===== config.mk =====
export PLATFORM = sky130hd
export DESIGN_NAME = rv_inst_encoder_flat
export DESIGN_NICKNAME = d
export VERILOG_FILES = /design/src/rtl/rv_inst_encoder_if.sv /design/src/rtl/rv_inst_encoder.sv /design/src/flat_wrapper.sv
export SDC_FILE = /design/constraint.sdc
export NUM_CORES = 1
export LEC_CHECK = 0
export ABC_AREA = 1
export BUFFER_PORTS_ARGS = -buffer_cell sky130_fd_sc_hd__buf_2
export CORE_MARGIN = 2
export CORE_UTILIZATION = 59
export DETAILED_ROUTE_END_ITERATION = 10
export PLACE_DENSITY_LB_ADDON = 0.05
export SLEW_MARGIN = 0
export SYNTH_ARGS = -nofsm -noshare
export SYNTH_HDL_FRONTEND = slang
export SYNTH_SLANG_ARGS = --single-unit

===== constraint.sdc =====
create_clock -name clk -period 6.8 [get_ports clk]
set_clock_uncertainty 0.1 [all_clocks]
set_input_delay 0.68 -clock clk [delete_from_list [all_inputs] [get_ports clk]]
set_output_delay 0.68 -clock clk [all_outputs]
set_load 0.02 [all_outputs]

===== src/rtl/rv_inst_encoder_if.sv =====
// rv_inst_encoder_if: request and encoded-word stream bundle for rv_inst_encoder
interface rv_inst_encoder_if #(
    parameter int ADDR_W = 32
);
    logic              in_valid;
    logic              in_ready;
    logic [3:0]        in_class;
    logic [4:0]        in_rd;
    logic [4:0]        in_rs1;
    logic [4:0]        in_rs2;
    logic [2:0]        in_funct3;
    logic [6:0]        in_funct7;
    logic [31:0]       in_imm;
    logic              out_valid;
    logic              out_ready;
    logic [31:0]       out_inst;
    logic [ADDR_W-1:0] out_addr;
    logic              err;
    logic [7:0]        err_cnt;
    modport master (
        output in_valid, in_class, in_rd, in_rs1, in_rs2, in_funct3, in_funct7, in_imm, out_ready,
        input  in_ready, out_valid, out_inst, out_addr, err, err_cnt
    );
    modport slave (
        input  in_valid, in_class, in_rd, in_rs1, in_rs2, in_funct3, in_funct7, in_imm, out_ready,
        output in_ready, out_valid, out_inst, out_addr, err, err_cnt
    );
endinterface


===== src/rtl/rv_inst_encoder.sv =====
// rv_inst_encoder: packs decoded RV32I descriptions into instruction words queued with load addresses
module rv_inst_encoder #(
    parameter int                DEPTH     = 4,
    parameter int                ADDR_W    = 32,
    parameter logic [ADDR_W-1:0] BASE_ADDR = '0
) (
    input logic              clk,
    input logic              rst,
    rv_inst_encoder_if.slave bus
);
    localparam int PW = $clog2(DEPTH);
    typedef enum logic [1:0] {EMPTY, PARTIAL, FULL} fifoState_e;
    fifoState_e        state, stateNext;
    logic [31:0]       imm;
    logic [31:0]       word;
    logic              legal, isShift;
    logic              fitsI, fitsB, fitsJ, fitsSh, fitsU;
    logic [31:0]       memInst [DEPTH];
    logic [ADDR_W-1:0] memAddr [DEPTH];
    logic [PW-1:0]     wrPtr, rdPtr, rdNext;
    logic [PW:0]       cnt, cntNext;
    logic [ADDR_W-1:0] addrCnt, outAddr;
    logic [31:0]       outInst;
    logic              accept, push, pop, headEmpty;
    logic              inReady, outValid, errQ;
    logic [7:0]        errCnt;
    assign imm     = bus.in_imm;
    assign isShift = bus.in_funct3[1:0] == 2'b01;
    // Range checks are sign-extension tests on the full 32-bit immediate
    assign fitsI   = &imm[31:11] | ~|imm[31:11];
    assign fitsB   = (&imm[31:12] | ~|imm[31:12]) & ~imm[0];
    assign fitsJ   = (&imm[31:20] | ~|imm[31:20]) & ~imm[0];
    assign fitsSh  = ~|imm[31:5];
    assign fitsU   = ~|imm[11:0];
    always_comb begin
        word  = '0;
        legal = 1'b0;
        case (bus.in_class)
            4'd0: begin
                word  = {bus.in_funct7, bus.in_rs2, bus.in_rs1, bus.in_funct3, bus.in_rd, 7'b0110011};
                legal = 1'b1;
            end
            4'd1: begin
                word  = isShift ? {bus.in_funct7, imm[4:0], bus.in_rs1, bus.in_funct3, bus.in_rd, 7'b0010011}
                                : {imm[11:0], bus.in_rs1, bus.in_funct3, bus.in_rd, 7'b0010011};
                legal = isShift ? fitsSh : fitsI;
            end
            4'd2: begin
                word  = {imm[12], imm[10:5], bus.in_rs2, bus.in_rs1, bus.in_funct3, imm[4:1], imm[11], 7'b1100011};
                legal = fitsB;
            end
            4'd3: begin
                word  = {imm[11:0], bus.in_rs1, bus.in_funct3, bus.in_rd, 7'b1100111};
                legal = fitsI;
            end
            4'd4: begin
                word  = {imm[20], imm[10:1], imm[11], imm[19:12], bus.in_rd, 7'b1101111};
                legal = fitsJ;
            end
            4'd5: begin
                word  = {imm[31:12], bus.in_rd, 7'b0010111};
                legal = fitsU;
            end
            4'd6: begin
                word  = {imm[31:12], bus.in_rd, 7'b0110111};
                legal = fitsU;
            end
            4'd7: begin
                word  = {imm[11:0], bus.in_rs1, bus.in_funct3, bus.in_rd, 7'b0000011};
                legal = fitsI;
            end
            4'd8: begin
                word  = {imm[11:5], bus.in_rs2, bus.in_rs1, bus.in_funct3, imm[4:0], 7'b0100011};
                legal = fitsI;
            end
            4'd9: begin
                word  = {imm[11:0], bus.in_rs1, bus.in_funct3, bus.in_rd, 7'b1110011};
                legal = fitsI;
            end
            default: ;
        endcase
    end
    assign accept    = bus.in_valid && inReady;
    assign push      = accept && legal;
    assign pop       = outValid && bus.out_ready;
    // Queue empty after this cycle's pop: the incoming word becomes the new head
    assign headEmpty = cnt == (PW+1)'(pop);
    always_comb begin
        stateNext = state;
        cntNext   = cnt + (PW+1)'(push) - (PW+1)'(pop);
        rdNext    = rdPtr + PW'(pop);
        case (state)
            EMPTY:   stateNext = push ? PARTIAL : EMPTY;
            PARTIAL: stateNext = (push && !pop && cnt == (PW+1)'(DEPTH - 1)) ? FULL
                               : (pop && !push && cnt == (PW+1)'(1)) ? EMPTY : PARTIAL;
            FULL:    stateNext = pop ? PARTIAL : FULL;
            default: stateNext = EMPTY;
        endcase
    end
    always_ff @(posedge clk) begin
        if (rst) state <= EMPTY;
        else     state <= stateNext;
    end
    always_ff @(posedge clk) begin
        if (rst) begin
            cnt      <= '0;
            wrPtr    <= '0;
            rdPtr    <= '0;
            addrCnt  <= BASE_ADDR;
            inReady  <= 1'b1;
            outValid <= 1'b0;
            outInst  <= '0;
            outAddr  <= '0;
            errQ     <= 1'b0;
            errCnt   <= '0;
        end else begin
            cnt      <= cntNext;
            rdPtr    <= rdNext;
            inReady  <= stateNext != FULL;
            outValid <= stateNext != EMPTY;
            errQ     <= accept && !legal;
            if (accept && !legal && errCnt != 8'hFF) errCnt <= errCnt + 8'd1;
            if (push) begin
                wrPtr   <= wrPtr + PW'(1);
                addrCnt <= addrCnt + ADDR_W'(4);
            end
            if (cntNext != '0) begin
                outInst <= headEmpty ? word : memInst[rdNext];
                outAddr <= headEmpty ? addrCnt : memAddr[rdNext];
            end
        end
    end
    always_ff @(posedge clk) begin
        if (push) begin
            memInst[wrPtr] <= word;
            memAddr[wrPtr] <= addrCnt;
        end
    end
    assign bus.in_ready  = inReady;
    assign bus.out_valid = outValid;
    assign bus.out_inst  = outInst;
    assign bus.out_addr  = outAddr;
    assign bus.err       = errQ;
    assign bus.err_cnt   = errCnt;
endmodule


===== src/flat_wrapper.sv =====
// flat-port wrapper written by rule: the top's interface ports become plain ports
module rv_inst_encoder_flat 
#(
    parameter int                DEPTH     = 4,
    parameter int                ADDR_W    = 32,
    parameter logic [ADDR_W-1:0] BASE_ADDR = '0
)
  (clk, rst, bus_in_valid, bus_in_class, bus_in_rd, bus_in_rs1, bus_in_rs2, bus_in_funct3, bus_in_funct7, bus_in_imm, bus_out_ready, bus_in_ready, bus_out_valid, bus_out_inst, bus_out_addr, bus_err, bus_err_cnt);
  rv_inst_encoder_if #(.ADDR_W(ADDR_W)) bus_i ();
  input logic clk;
  input logic rst;
  input wire logic [$bits(bus_i.in_valid)-1:0] bus_in_valid;
  input wire logic [$bits(bus_i.in_class)-1:0] bus_in_class;
  input wire logic [$bits(bus_i.in_rd)-1:0] bus_in_rd;
  input wire logic [$bits(bus_i.in_rs1)-1:0] bus_in_rs1;
  input wire logic [$bits(bus_i.in_rs2)-1:0] bus_in_rs2;
  input wire logic [$bits(bus_i.in_funct3)-1:0] bus_in_funct3;
  input wire logic [$bits(bus_i.in_funct7)-1:0] bus_in_funct7;
  input wire logic [$bits(bus_i.in_imm)-1:0] bus_in_imm;
  input wire logic [$bits(bus_i.out_ready)-1:0] bus_out_ready;
  output wire logic [$bits(bus_i.in_ready)-1:0] bus_in_ready;
  output wire logic [$bits(bus_i.out_valid)-1:0] bus_out_valid;
  output wire logic [$bits(bus_i.out_inst)-1:0] bus_out_inst;
  output wire logic [$bits(bus_i.out_addr)-1:0] bus_out_addr;
  output wire logic [$bits(bus_i.err)-1:0] bus_err;
  output wire logic [$bits(bus_i.err_cnt)-1:0] bus_err_cnt;
  assign bus_i.in_valid = bus_in_valid;
  assign bus_i.in_class = bus_in_class;
  assign bus_i.in_rd = bus_in_rd;
  assign bus_i.in_rs1 = bus_in_rs1;
  assign bus_i.in_rs2 = bus_in_rs2;
  assign bus_i.in_funct3 = bus_in_funct3;
  assign bus_i.in_funct7 = bus_in_funct7;
  assign bus_i.in_imm = bus_in_imm;
  assign bus_i.out_ready = bus_out_ready;
  assign bus_in_ready = bus_i.in_ready;
  assign bus_out_valid = bus_i.out_valid;
  assign bus_out_inst = bus_i.out_inst;
  assign bus_out_addr = bus_i.out_addr;
  assign bus_err = bus_i.err;
  assign bus_err_cnt = bus_i.err_cnt;
  rv_inst_encoder #(.DEPTH(DEPTH), .ADDR_W(ADDR_W), .BASE_ADDR(BASE_ADDR)) u_core (.clk(clk), .rst(rst), .bus(bus_i));
endmodule

== After elaboration in Yosys (flattened, before gate mapping) ==
Memories as Yosys holds them, arrays and structs flattened.
Index checks and enable logic that the tools add are counted.
Widths: inputs -> output; s select.

* Bits in registers: 116
* Bits in writable memories: 256
* Input bits: 65
* Output and inout bits: 75
* Logic and storage cells: 86
* Memories kept: 2

* Add/subtract/negate cells: 6
* Equality and inequality tests: 17
* Muxes and demuxes: 13
* Bitwise logic cells: 6
* Reduce and logical (&&, ||, !) cells: 31

{| class="wikitable"
|+ Memories
! memory !! depth !! width !! rd ports !! clocked after memory_dff !! write ports !! RTL line !! source
|-
| u_core.memAddr || 4 || 32 || 1 || 0 || 1 || rv_inst_encoder.sv:19 || <nowiki>logic [ADDR_W-1:0] memAddr [DEPTH];</nowiki>
|-
| u_core.memInst || 4 || 32 || 1 || 0 || 1 || rv_inst_encoder.sv:18 || <nowiki>logic [31:0] memInst [DEPTH];</nowiki>
|}

{| class="wikitable"
|+ Operators by type and width
! operator !! count
|-
| $pmux 32 s10 || 1
|-
| $mux 32 || 3
|-
| $add 32x3->32 const B || 1
|-
| $reduce_or 27->1 || 1
|-
| $reduce_or 12->1 || 2
|-
| $reduce_and 21->1 || 1
|-
| $reduce_or 21->1 || 1
|-
| $reduce_and 20->1 || 1
|-
| $reduce_or 20->1 || 1
|-
| $eq 4x3->1 const B || 4
|-
| $reduce_and 12->1 || 1
|-
| $logic_and 1x1->1 || 9
|-
| $add 8x1->8 const B || 1
|-
| $eq 4x2->1 const B || 2
|-
| $eq 4x4->1 const B || 2
|-
| $logic_not 1->1 || 8
|-
| $ne 8x8->1 const B || 1
|-
| $pmux 1 s6 || 1
|-
| $pmux 2 s3 || 1
|-
| $mux 1 || 5
|-
| $eq 2x1->1 const B || 2
|-
| $eq 4x1->1 const B || 1
|-
| $logic_not 4->1 || 1
|-
| $mux 2 || 2
|-
| 17 further kinds || 20
|}

== Longest topological paths before layout ==
* Depth in word-level cells: 13
* Mapped depth: 22
* Depth with buffers taken out: 19

== Least setup slack after synthesis ==
OpenSTA, ideal clock, no wires.

* Path type: input port to flip-flop
* Start: input port bus_in_class[0]
* End: memory u_core.memAddr[0][10], enable pin
* Setup time: 0.480 ns
* Arrival time: 4.395 ns
* Required time: 6.220 ns
* Path slack: 1.825 ns
* Stages on the path: 13
* Path buffers: 2
* Cell sequence: buf_2 > nor2_4 > inv_2 > nor2_4 > inv_2 > a21oi_1 > nand2_1 > inv_1 > nand2_1 > nand3_4 > nand2_4 > buf_2 > nor2_1

* Cells in the longest elaborated chain, start to end: 6
* Elaborated cells between the ends (all ways): 16
* Classes of those cells: 9 x eq/ne; 3 x mux; 4 x reduce/logical

{| class="wikitable"
|+ RTL lines
! item !! RTL line !! source
|-
| start, declared || flat_wrapper.sv:13 || <nowiki>input wire logic [$bits(bus_i.in_class)-1:0] bus_in_class;</nowiki>
|-
| $eq 4x2->1, or another cell as far along || rv_inst_encoder.sv:38 || <nowiki>case (bus.in_class)</nowiki>
|-
| $reduce_or 4->1 (no source line) or $reduce_or 2->1 (tied branches) || n/a ||
|-
| $pmux 1 s6 * || rv_inst_encoder.sv:38 ||
|-
| $logic_and 1x1->1 * || rv_inst_encoder.sv:84 || <nowiki>assign push = accept && legal;</nowiki>
|-
| $mux 1 * || rv_inst_encoder.sv:134 || <nowiki>if (push) begin</nowiki>
|-
| $mux 1 (not written as such) * || rv_inst_encoder.sv:136 || <nowiki>memAddr[wrPtr] <= addrCnt;</nowiki>
|-
| end, declared || rv_inst_encoder.sv:19 ||
|}

Mark *: on every way between the ends. The rest lies on a longest branch, timed or not.

== Worst setup path after layout ==
* Start: input port bus_in_class[3]
* End: register u_core.outInst[29] (netlist: u_core.bus.out_inst[29])

* Cells in the longest elaborated chain, start to end: 7
* Elaborated cells between the ends (all ways): 19
* Classes of those cells: 2 x add/sub; 9 x eq/ne; 3 x mux; 5 x reduce/logical

{| class="wikitable"
|+ RTL lines
! item !! RTL line !! source
|-
| $eq 4x2->1, or another cell as far along || rv_inst_encoder.sv:38 ||
|-
| $reduce_or 4->1 (no source line) or $reduce_or 2->1 (tied branches) || n/a ||
|-
| $pmux 1 s6 * || rv_inst_encoder.sv:38 ||
|-
| $logic_and 1x1->1 * || rv_inst_encoder.sv:84 ||
|-
| $add 3x1->3 * || rv_inst_encoder.sv:90 || <nowiki>cntNext = cnt + (PW+1)'(push) - (PW+1)'(pop);</nowiki>
|-
| $sub 3x1->3 * || rv_inst_encoder.sv:90 ||
|-
| named net u_core.cntNext[1] || rv_inst_encoder.sv:21 || <nowiki>logic [PW:0] cnt, cntNext;</nowiki>
|-
| $reduce_bool 3->1 * || rv_inst_encoder.sv:127 || <nowiki>if (cntNext != '0) begin</nowiki>
|-
| end signal, assigned || rv_inst_encoder.sv:128 || <nowiki>outInst <= headEmpty ? word : memInst[rdNext];</nowiki>
|-
| end, declared || rv_inst_encoder.sv:23 || <nowiki>logic [31:0] outInst;</nowiki>
|}

The timed path passes the listed nets; every way through them passes the cells marked *.
A chain may end at the register's enable or synchronous reset.

==> metrics.csv <==
stage,metric,value,unit
detailed_routing,wirelength,38270,um
floorplan,fp.dieH,165.3,um
global_routing,grt_pass1_vias,11260,
setup_path,cp_slowest_stage_delay,0.53,ns
timing,relSlewSlack,24.72,%
cells_and_area,mostFrequentLayoutCells,"352 x nand2_1, 244 x edfxtp_1, 149 x o21ai_0",
setup_path,crit_path_frequent_cell,nand2_2,
setup_path,reg2reg_setup_slack,2.70,ns
cts,cts_root_buffer,clkbuf_16,
status,status,finished clean,
setup_path,arrival,5.10,ns
detailed_routing,drt_iter0_drc,1124,
logic_synthesis,yosysUniqueCellTypes,42,
global_routing,grt_max_degree,96,
setup_path,path_buf_inv,6,
setup_path,r2r-end,u_core.bus.out_inst[29]$_SDFFE_PP0P_,
timing,hold_violations,0,
setup_path,worstPathRequired,7.07,ns
flow_run,max-cap-violations,0,
detailed_routing,ant_nets,0,
place,port_buffers,137,
cts,cts_resized,0,
worst_hold_path,hp-class,flip-flop to flip-flop,
logic_synthesis,ys_warn_count,0,
cells_and_area,multi_input_area,0.005085,sq mm
detailed_routing,dr_total_vias,11810,
timing,finalSetupViolCount,0,
cells_and_area,layout.nets,1748,
cells_and_area,drive_gt1_share,14.28,%
timing,drv_slew,0,
cells_and_area,regArea,0.009549,sq mm
global_routing,grt_usage,28.28,%
cts,clock_path_buffers,3,
setup_path,start_kind,input port,
cells_and_area,fillCellCount,2056,
cts,clk_latency,0.51,ns
setup_path,cp_max_fo,79,
detailed_routing,drt-vias-per-instance,5.797,
place,place_congestion,0.9288,
cts,cts.sinks,355,
logic_synthesis,syn-cell-area,0.01535,sq mm
worst_hold_path,min_to,u_core.bus.err_cnt[4]$_SDFFE_PP0P_,
global_routing,grt_pass1_wl,59620,um
setup_path,slowest_stage,clkinv_2,
setup_path,worst-path-stages,19,
detailed_routing,drc_errors,0,
cts,cts_setup_buffers,0,
power_and_ir_drop,finalPower,4.969,mW
cts,cts_tree,done,
floorplan,io_pins,140,
setup_path,path_cells,buf_2 > inv_1 > nand2_2 > nor2_4 > nand2_2 > inv_2 > nand3_2 > nand2_2 > nor2_4 > nand3_4 > nand2_4 > inv_2 > ha_1 > fa_1 > nor3_4 > clkinv_2 > buf_12 > o21ai_0 > a31oi_1,
worst_hold_path,hp-start,u_core.bus.err_cnt[4]$_SDFFE_PP0P_,
global_routing,antenna_found_initial,0,
logic_synthesis,ys_seq_elements,355,
detailed_routing,wl_per_cell,18.79,um
floorplan,fp.dieW,165.3,um
power_and_ir_drop,p_leak,6.742,nW
cts,cts_buffers,37,
power_and_ir_drop,p_per_area,283.7,mW/mm^2
timing,fmax,207.0,MHz
setup_path,r2r_cells,13,
place,dp_hpwl,23610,um
timing,final.period_utilization,71.04,%
setup_path,crit_family,buffers and inverters,
setup_path,timing.rr.start,u_core.bus.in_ready$_SDFF_PP1_,
detailed_routing,first_pass_iters,5,
cells_and_area,antennaDiodeCount,0,
setup_path,criticalPathCategory,input port to flip-flop,
floorplan,placementRows,59,
worst_hold_path,hold_depth,2,
timing,worst_slew_pin_slew,1.127,ns
cts,htree_levels,2,
floorplan,core,0.02584,sq mm
timing,tns,0,ns
setup_path,end_kind,flip-flop,
logic_synthesis,syn_avg_cell_area,9.761,sq um
cells_and_area,final_common_cell,nand2_1,
logic_synthesis,syn_inst,1573,
timing,period_needed,4.831,ns
floorplan,die_area,0.02733,sq mm
cts,path_clk_slew,0.06,ns
timing,rsz0062_at_grt,false,
logic_synthesis,seq_area_frac_synth,62.20,%
power_and_ir_drop,ir_worst_vdd,332.4,uV
global_routing,grt-ovfl-total,0,
cts,cts_hold_buf,0,
floorplan,start_util,59.42,%
cells_and_area,area_delta_synth_final,14.08,%
worst max path at each step:
stage | startpoint | endpoint | slack (ns)
after floorplan | bus_in_class[0] | u_core.memAddr[0][10]$_DFFE_PP_ | 1.82
after global placement | bus_in_class[3] | u_core.bus.out_addr[7]$_SDFFE_PP0P_ | 1.72
after detailed placement | bus_in_class[3] | u_core.bus.out_inst[29]$_SDFFE_PP0P_ | 1.52
after CTS | bus_in_class[3] | u_core.bus.out_inst[29]$_SDFFE_PP0P_ | 2.02
after global routing | bus_in_class[3] | u_core.bus.out_inst[19]$_SDFFE_PP0P_ | 1.62
final | bus_in_class[3] | u_core.bus.out_inst[29]$_SDFFE_PP0P_ | 1.97
per-stage QoR:
stage | setup slack, ns | instance area (sq um) | utilization (%) | cells | hold slack (ns)
3_5_place_dp | 1.523 | 16240 | 62.87 | 1969 | 0.3951
3_3_place_gp | 1.722 | 16240 | 62.87 | 1969 | 0.3875
6_report | 1.969 | 17520 | 67.79 | 2037 | 0.4005
5_1_grt | 1.617 | 17520 | 67.79 | 2037 | 0.4431
2_1_floorplan | 1.825 | 15360 | - | 1574 | 0.3583
4_1_cts | 2.023 | 17520 | 67.79 | 2037 | 0.4048
registers in the layout (all words and copies together) (netlist names), 2 cells and up:
register and count:
u_core.memInst 124, u_core.memAddr 120, u_core.bus.out_inst 31, u_core.addrCnt 30
u_core.bus.out_addr 30, u_core.bus.err_cnt 8, u_core.cnt 3, u_core.rdPtr 2
u_core.state 2, u_core.wrPtr 2
metal layers:
| metal | vias to the layer above | global-route usage (%) | share of wire (%) |
|---|---|---|---|
| met5 | - | 0 | 0 |
| met4 | 0 | 7.132 | 1.9 |
| met3 | 57 | 4.071 | 7.2 |
| met2 | 449 | 46.97 | 47 |
| met1 | 5632 | 39.61 | 44 |
| li1 | 5671 | - | - |
synth_stat cells (all sizes together):
cell type    n  share of area, %
a21oi       73               2.4
a221o        1             0.065
a221oi       7              0.40
a22oi        8              0.39
a31oi       30               1.2
and3         4              0.16
buf         25              0.95
clkbuf      65               1.6
clkinv       1             0.024
conb         1             0.024
dfxtp      111                14
edfxtp     244                48
fa           1              0.13
ha           9              0.73
inv        100               2.4
nand2      357               8.8
nand3      114               3.8
nand3b       2             0.098
nand4       14              0.57
nor2       159               4.2
nor3        23              0.82
nor3b        1             0.081
nor4         6              0.24
o211ai       2             0.098
o21ai      151               4.9
o221ai      38               2.2
o22ai        2             0.081
or2          2             0.081
xnor2        4              0.23
xor2        18               1.0
worst min-delay path: stages, from the launching register on:
cell and delay, ns:
dfxtp_1 0.33, nand2_1 0.07, a21oi_1 0.05
kinds of logic after synthesis:
kind of cell / after synthesis / share of synthesized area, %
flops: 355 / 62.20
buf+inv: 191 / 5.004
compound gates: 312 / 11.73
other cells: 1 / 0.02442
simple gates: 682 / 18.93
fa+ha+maj: 10 / 0.8638
xor+xnor: 22 / 1.255
final cells by class:
type / count / area share [%]
clock buffer: 51 / 6.115
clock inverter: 17 / 1.150
inverter: 101 / 2.179
multi-input combinational: 1028 / 29.03
sequential: 355 / 54.52
tap: 335 / 2.393
timing repair buffer: 150 / 4.615
where the power goes:
part           switching (mW)  total, mW  internal, mW
registers              0.0325       2.41          2.37
clock network           0.800       2.06          1.26
logic                   0.356      0.502         0.146
Power figures use the tool's default switching activity.
